`config.mk`:
```
export PLATFORM = sky130hd
export DESIGN_NAME = reg_change_monitor
export DESIGN_NICKNAME = d
export VERILOG_FILES = /design/src/rtl/reg_change_monitor.sv
export SDC_FILE = /design/constraint.sdc
export NUM_CORES = 1
export LEC_CHECK = 0
export CELL_PAD_IN_SITES_DETAIL_PLACEMENT = 0
export CELL_PAD_IN_SITES_GLOBAL_PLACEMENT = 2
export CORE_ASPECT_RATIO = 1.25
export CORE_MARGIN = 2
export CORE_UTILIZATION = 27
export CTS_BUF_LIST = sky130_fd_sc_hd__clkbuf_2 sky130_fd_sc_hd__clkbuf_4 sky130_fd_sc_hd__clkbuf_8
export DETAILED_ROUTE_END_ITERATION = 12
export MAX_ROUTING_LAYER = met4
export PLACE_DENSITY_LB_ADDON = 0.12
export SYNTH_ARGS = -nofsm -noshare
export SYNTH_HDL_FRONTEND = slang
export SYNTH_SLANG_ARGS = --single-unit
```
`constraint.sdc`:
```
create_clock -name clk -period 2.1 [get_ports clk]
set_clock_uncertainty 0.05 [all_clocks]
set_input_delay 0.525 -clock clk [delete_from_list [all_inputs] [get_ports clk]]
set_output_delay 0.525 -clock clk [all_outputs]
set_load 0.05 [all_outputs]
```
`src/rtl/reg_change_monitor.sv`:
```
// Debounced change detector with valid/ready reporting and sticky overrun.
// Optional change counter enabled by REG_CHANGE_MONITOR_COUNT_EN.
module reg_change_monitor #(
  parameter int             WIDTH         = 32,
  parameter int             STABLE_CYCLES = 2,
  parameter logic [WIDTH-1:0] MASK        = {WIDTH{1'b1}},
  parameter logic [WIDTH-1:0] INIT_VALUE  = {WIDTH{1'b0}}
) (
  input  logic             clk,
  input  logic             rst,
  input  logic [WIDTH-1:0] value_i,
  output logic [WIDTH-1:0] dat_o,
  output logic             valid_o,
  input  logic             ready_i,
  output logic             overrun_o,
  input  logic             overrun_clr_i,
  output logic [15:0]      change_count_o
);

  typedef enum logic {IDLE, QUAL} state_t;

  localparam logic [3:0] SC = 4'(STABLE_CYCLES);

  state_t           state, state_n;
  logic [WIDTH-1:0] ref_q, cand_q, cand_n;
  logic [3:0]       cnt_q, cnt_n, cnt_inc;
  logic             qual;
  logic [WIDTH-1:0] vm, refm, candm;

  assign vm      = value_i & MASK;
  assign refm    = ref_q & MASK;
  assign candm   = cand_q & MASK;
  assign cnt_inc = cnt_q + 4'd1;

  always_ff @(posedge clk) begin
    if (rst) begin
      state  <= IDLE;
      cand_q <= INIT_VALUE;
      cnt_q  <= 4'd0;
    end else begin
      state  <= state_n;
      cand_q <= cand_n;
      cnt_q  <= cnt_n;
    end
  end

  always_comb begin
    state_n = state;
    cand_n  = cand_q;
    cnt_n   = cnt_q;
    qual    = 1'b0;
    unique case (state)
      IDLE: begin
        if (vm != refm) begin
          cand_n = value_i;
          cnt_n  = 4'd1;
          if (SC == 4'd1) qual = 1'b1;
          else state_n = QUAL;
        end
      end
      QUAL: begin
        unique case (1'b1)
          (vm == candm): begin
            cnt_n = cnt_inc;
            if (cnt_inc == SC) begin
              qual    = 1'b1;
              state_n = IDLE;
            end
          end
          // Change reverted before it settled.
          (vm != candm) && (vm == refm): begin
            state_n = IDLE;
          end
          default: begin
            cand_n = value_i;
            cnt_n  = 4'd1;
          end
        endcase
      end
      default: state_n = IDLE;
    endcase
  end

  always_ff @(posedge clk) begin
    if (rst) begin
      ref_q     <= INIT_VALUE;
      dat_o     <= INIT_VALUE;
      valid_o   <= 1'b0;
      overrun_o <= 1'b0;
    end else begin
      if (qual) begin
        ref_q   <= value_i;
        dat_o   <= value_i;
        valid_o <= 1'b1;
      end else if (valid_o && ready_i) begin
        valid_o <= 1'b0;
      end
      if (qual && valid_o && !ready_i) overrun_o <= 1'b1;
      else if (overrun_clr_i) overrun_o <= 1'b0;
    end
  end

`ifdef REG_CHANGE_MONITOR_COUNT_EN
  logic [15:0] count_q;

  always_ff @(posedge clk) begin
    if (rst) count_q <= 16'h0000;
    else if (qual && count_q != 16'hFFFF) count_q <= count_q + 16'd1;
  end

  assign change_count_o = count_q;
`else
  assign change_count_o = 16'h0000;
`endif

endmodule

```
Word-level counts from Yosys, hierarchy flattened
Index checks and enable logic that the tools add are counted.

cells by class
  add/subtract/negate cells = 1
  eq/ne operators = 8
  multiplexer cells = 17
  bitwise operators = 1
  reduce and logical (&&, ||, !) cells = 10

operators by type and width
  cell                 number
  $eq 32x32->1         2
  $mux 32              2
  $ne 32x32->1         2
  $pmux 32 s2          1
  $pmux 4 s2           2
  $mux 1               9
  $ne 2x2->1 const B   3
  $add 4x1->4 const B  1
  $eq 4x2->1 const B   1
  $logic_and 1x1->1    4
  $mux 4               1
  $pmux 1 s2           2
  $reduce_and 2->1     2
  $reduce_bool 2->1    2
  $reduce_or 2->1      1
  $logic_not 1->1      1
  $not 1->1            1

word-level totals
  register bits after elaboration = 71
  bits of input ports = 36
  output and inout port bits = 50
  word-level logic and storage cells = 43

Logic depth before layout (Yosys ltp)
  depth in word-level cells = 8
  depth in mapped cells = 9

Worst setup path before layout
No wires, ideal clock.

  kind = register to register
  from = register ref_q[28]
  to = register cand_q[9]
  library setup time = 0.070 ns
  arrival time = 1.977 ns
  required time = 1.980 ns
  path slack = 0.002 ns
  stages on the path, launching flop included = 9
  path buffers = 2
  clock period less this slack = 2.098 ns
  path through = dfxtp_1 > xnor2_1 > nand4_1 > nor4_1 > and2_1 > buf_2 > clkbuf_2 > o21ai_0 > a21oi_1

on the way
  cells in the longest elaborated chain, start to end = 5
  elaborated cells on any way between the ends = 7

ends and longest elaborated chain
  what                            RTL line  source
  start: declaration              25        logic [WIDTH-1:0] ref_q, cand_q, cand_n;
  start signal: assignment        92        ref_q <= value_i;
  $eq 32x32->1                    71        (vm != candm) && (vm == refm): begin
  $logic_and 1x1->1               71
  $reduce_or 2->1 (no line)       -
  $ne 2x2->1 (no line)            -
  $reduce_and 2->1 (no line) (*)  -
  end signal: assignment          42        cand_q <= cand_n;
  end: declaration                25

Mark *: on every way between the ends. The rest lies on a longest branch, timed or not.
A chain may end at the register's enable or synchronous reset.

Final worst setup path
  from = register overrun_o
  to = output port overrun_o

RTL lines
  what                      RTL line  source
  start: declaration        15        output logic overrun_o,
  start signal: assignment  89        overrun_o <= 1'b0;
  start signal: assignment  98        if (qual && valid_o && !ready_i) overrun_o <= 1'b1;
  start signal: assignment  99        else if (overrun_clr_i) overrun_o <= 1'b0;

No word-level cell between the ends.

==> out/metrics.csv <==
stage,metric,value,unit
outcome,run status,finished clean,
cells_and_area,most frequent cells in the layout,"buf_4 (79), dfxtp_1 (66), a21oi_1 (65)",
clocking,number of buffers added by the clock tree synthesis step,9,
cells_and_area,"leading cell type in the layout, fill and taps excluded",buf_4,
critical_path,data arrival at the endpoint of the critical path,1.50,ns
sta,peak clock frequency supported by timing,0.483,GHz
sta,number of hold violations in the final report,0,
critical_path,critical path required time,1.52,ns
drt,routed wirelength normalized by instance count,18.2,um
yosys,count of mapped cells out of synthesis,434,
drt,Post-Route WL,13200,um
grt,GRT Residual Overflow,0,
yosys,sequential cell area fraction in the yosys report,40.1,%
die,overall die area,0.0141,sq mm
drt,number of vias after detailed routing,3528,
grt,antenna violations before repair,0,
die,vertical die dimension,132,um
critical_path,peak per-stage delay on the critical path,0.80,ns
grt,most used routing layer,met2,
yosys,library cells used by synthesis,33,
die,overall die width,106,um
critical_path,critical path launch point type,flip-flop,
yosys,Synth Area in Adders,0.706,%
yosys,post-synthesis xor/xnor area fraction,15.8,%
yosys,synthesized area per cell,8.16,sq um
power,power per cell area,547,mW/mm^2
critical_path,Setup crit end kind,primary output,
clocking,hold buffer count at cts,0,
die,Core Region,0.0128,sq mm
drt,via density per instance,4.87,
clocking,depth of the CTS H-tree,3,
grt,global-route wire length before repair,20200,um
critical_path,cell type of the slowest stage on the worst timing path,clkdlybuf4s50_1,
cells_and_area,filler-free cell count of the finished design,724,
clocking,total number of clock tree sinks,71,
flow_run,max-cap violations,0,
die,Core Rows,46,
yosys,"basic-gate share of the synthesized area counting and, or, nand and nor cells",20.0,%
place,Port-buffer cells,69,
sta,part of the cycle the worst path needs,98.7,%
yosys,dominant combinational cell family by area after synthesis,simple AND/OR/NAND/NOR gates,
cells_and_area,signed area change from the synthesized netlist to the final layout,51.2,%
critical_path,"Largest delay share family, worst path",buffers and inverters,
drt,DRT antenna net count,0,
clocking,CTS Root Buffer Type,clkbuf_8,
place,cell count after placement,691,
cells_and_area,final core utilization,41.9,%
cells_and_area,Final nets,592,
place,detailed placer's ending HPWL,8560,um
grt,largest net degree at the start of global routing,38,
yosys,Syn. warnings,0,
sta,final number of setup-violating endpoints,0,
yosys,Compound-Gate Fraction of Synth Area,14.9,%
drt,count of unresolved DRC violations after routing,0,
power,worst vdd rail ir drop,0.244,mV
sta,sum of negative setup slack,0,ns
grt,GR met2 Demand/Resource,31.9,%
critical_path,classification of the worst setup path,reg2out,
sta,minimum period implied by the final worst setup slack,2.07,ns
sta,worst hold slack,0.418,ns
cells_and_area,filler cell count,1328,
die,number of placed I/O pins,86,
place,global placement routability congestion,0.780,
grt,routing usage on met3,2.42,%
sta,fin. max-slew vios,0,
power,standby leakage power,0.00214,uW
grt,global-route usage over all layers,19.6,%
clocking,CTS tree,done,
critical_path,"critical path fanouts, max",2,
die,starting density of the core,27.7,%
clocking,Skew-Pair Late Insertion Delay,0.35,ns
sta,RSZ-0062 raised after global routing,yes,
cells_and_area,fraction of final layout cells with drive strength greater than 1,36.2,%
critical_path,crit-path cells,clkdlybuf4s50_1,
grt,met1 capacity usage during global routing,24.4,%
yosys,mux cell area share after synthesis,0.318,%
sta,Final Worst Setup Slack,0.0279,ns
clocking,Clock Tree Buf Depth,2,
cells_and_area,antenna cells,0,
drt,iteration-0 DRC count of the detailed router,156,
drt,Initial DRT Pass Iterations,4,
hold_path,worst hold-check path type,in2reg,
clocking,post-CTS clock slew at the launch and capture registers of the worst setup and hold paths,0.08,ns
yosys,#FFs+latches synth,71,
grt,via count of the first global-routing pass,3437,
place,Post-Place Setup Slack,-0.747,ns
critical_path,worst path buffer plus inverter count,1,
yosys,summed instance area of the synthesized netlist,0.00354,sq mm
[per-layer routing]
layer | routed length [um] | vias to the layer above
met5 | 0 | -
met3 | 378 | 19
met4 | 359 | 0
met1 | 5890 | 1716
met2 | 6550 | 74
li1 | - | 1719
[final timing paths]
check | to | cells after the start | startpoint | slack, ns
setup / recovery | overrun_o | 1 | overrun_o | 0.03
hold / removal | ref_q[11] | 3 | value_i[11] | 0.42
setup reg to reg | cand_q[21] | 9 | cand_q[0] | 0.07
hold reg to reg | ref_q[7] | 2 | ref_q[7] | 0.43
[synthesized netlist by cell type (all sizes together)]
cell    count  area share [%]
nand2b      1            0.18
a21oi      68             9.6
and2        2            0.35
or3         1            0.18
o21ai      33             4.7
ha          2            0.71
buf        25             5.4
nor2        4            0.42
dfxtp      71              40
nand2      35             3.7
nor2b       3            0.53
a211oi      1            0.21
conb        1            0.11
and4        2            0.49
xor2        3            0.74
nand3      68             9.6
inv         2            0.21
a21o        1            0.21
nor3        3            0.42
or2         1            0.18
xnor2      61              15
o22ai       1            0.18
mux2        1            0.32
and3        1            0.18
clkbuf     23             2.5
nor4        3            0.71
nand4      17             3.0
[tightest hold or removal path: cells and delay by family]
kind | cells | cell delay [ns]
buf+inv | 1 | 0.12
simple gates | 1 | 0.07
compound gates | 1 | 0.06
[power by group]
part | leakage [uW] | internal (uW) | total (uW) | switching [uW]
clock network | 0.0000920 | 555 | 1070 | 514
logic | 0.00147 | 199 | 455 | 256
registers | 0.000584 | 1380 | 1410 | 27.9
total | 0.00214 | 2130 | 2930 | 798
[cells by family after synthesis]
| logic type | after synthesis |
|---|---|
| compound gates | 104 |
| xor+xnor | 64 |
| fa+ha+maj | 2 |
| buf+inv | 50 |
| flops | 71 |
| mux | 1 |
| other cells | 1 |
| simple gates | 141 |
[final cells by class]
class / count / area (sq um) / share of cell area, %
multi-input combinational: 328 / 2250 / 41.9
sequential: 71 / 1430 / 26.6
timing repair buffer: 142 / 1290 / 24.1
tap: 168 / 210 / 3.92
clock buffer: 11 / 139 / 2.59
clock inverter: 2 / 35.0 / 0.654
inverter: 2 / 7.51 / 0.140
[metrics by stage]
step                area, sq um  total power, uW
detailed placement         4600             1860
finish                     5360             2930
global placement           4600             1860
floorplan                  3600             1660
CTS                        5190             2940
global route               5360             3050
[state kept, by name, summed over array words and instances (netlist names)]
| register | flops |
|---|---|
| overrun_o | 1 |
| cand_q | 32 |
| ref_q | 32 |
| cnt_q | 4 |
| valid_o | 1 |
| state | 1 |
[repair_timing]
item	in CTS	in global routing
buffers inserted	11	2
gates resized for setup	77	92
setup endpoints to repair	72	71
cloned	7	2
pin swaps	25	51
No activity file was read; power rests on OpenSTA's default activity.
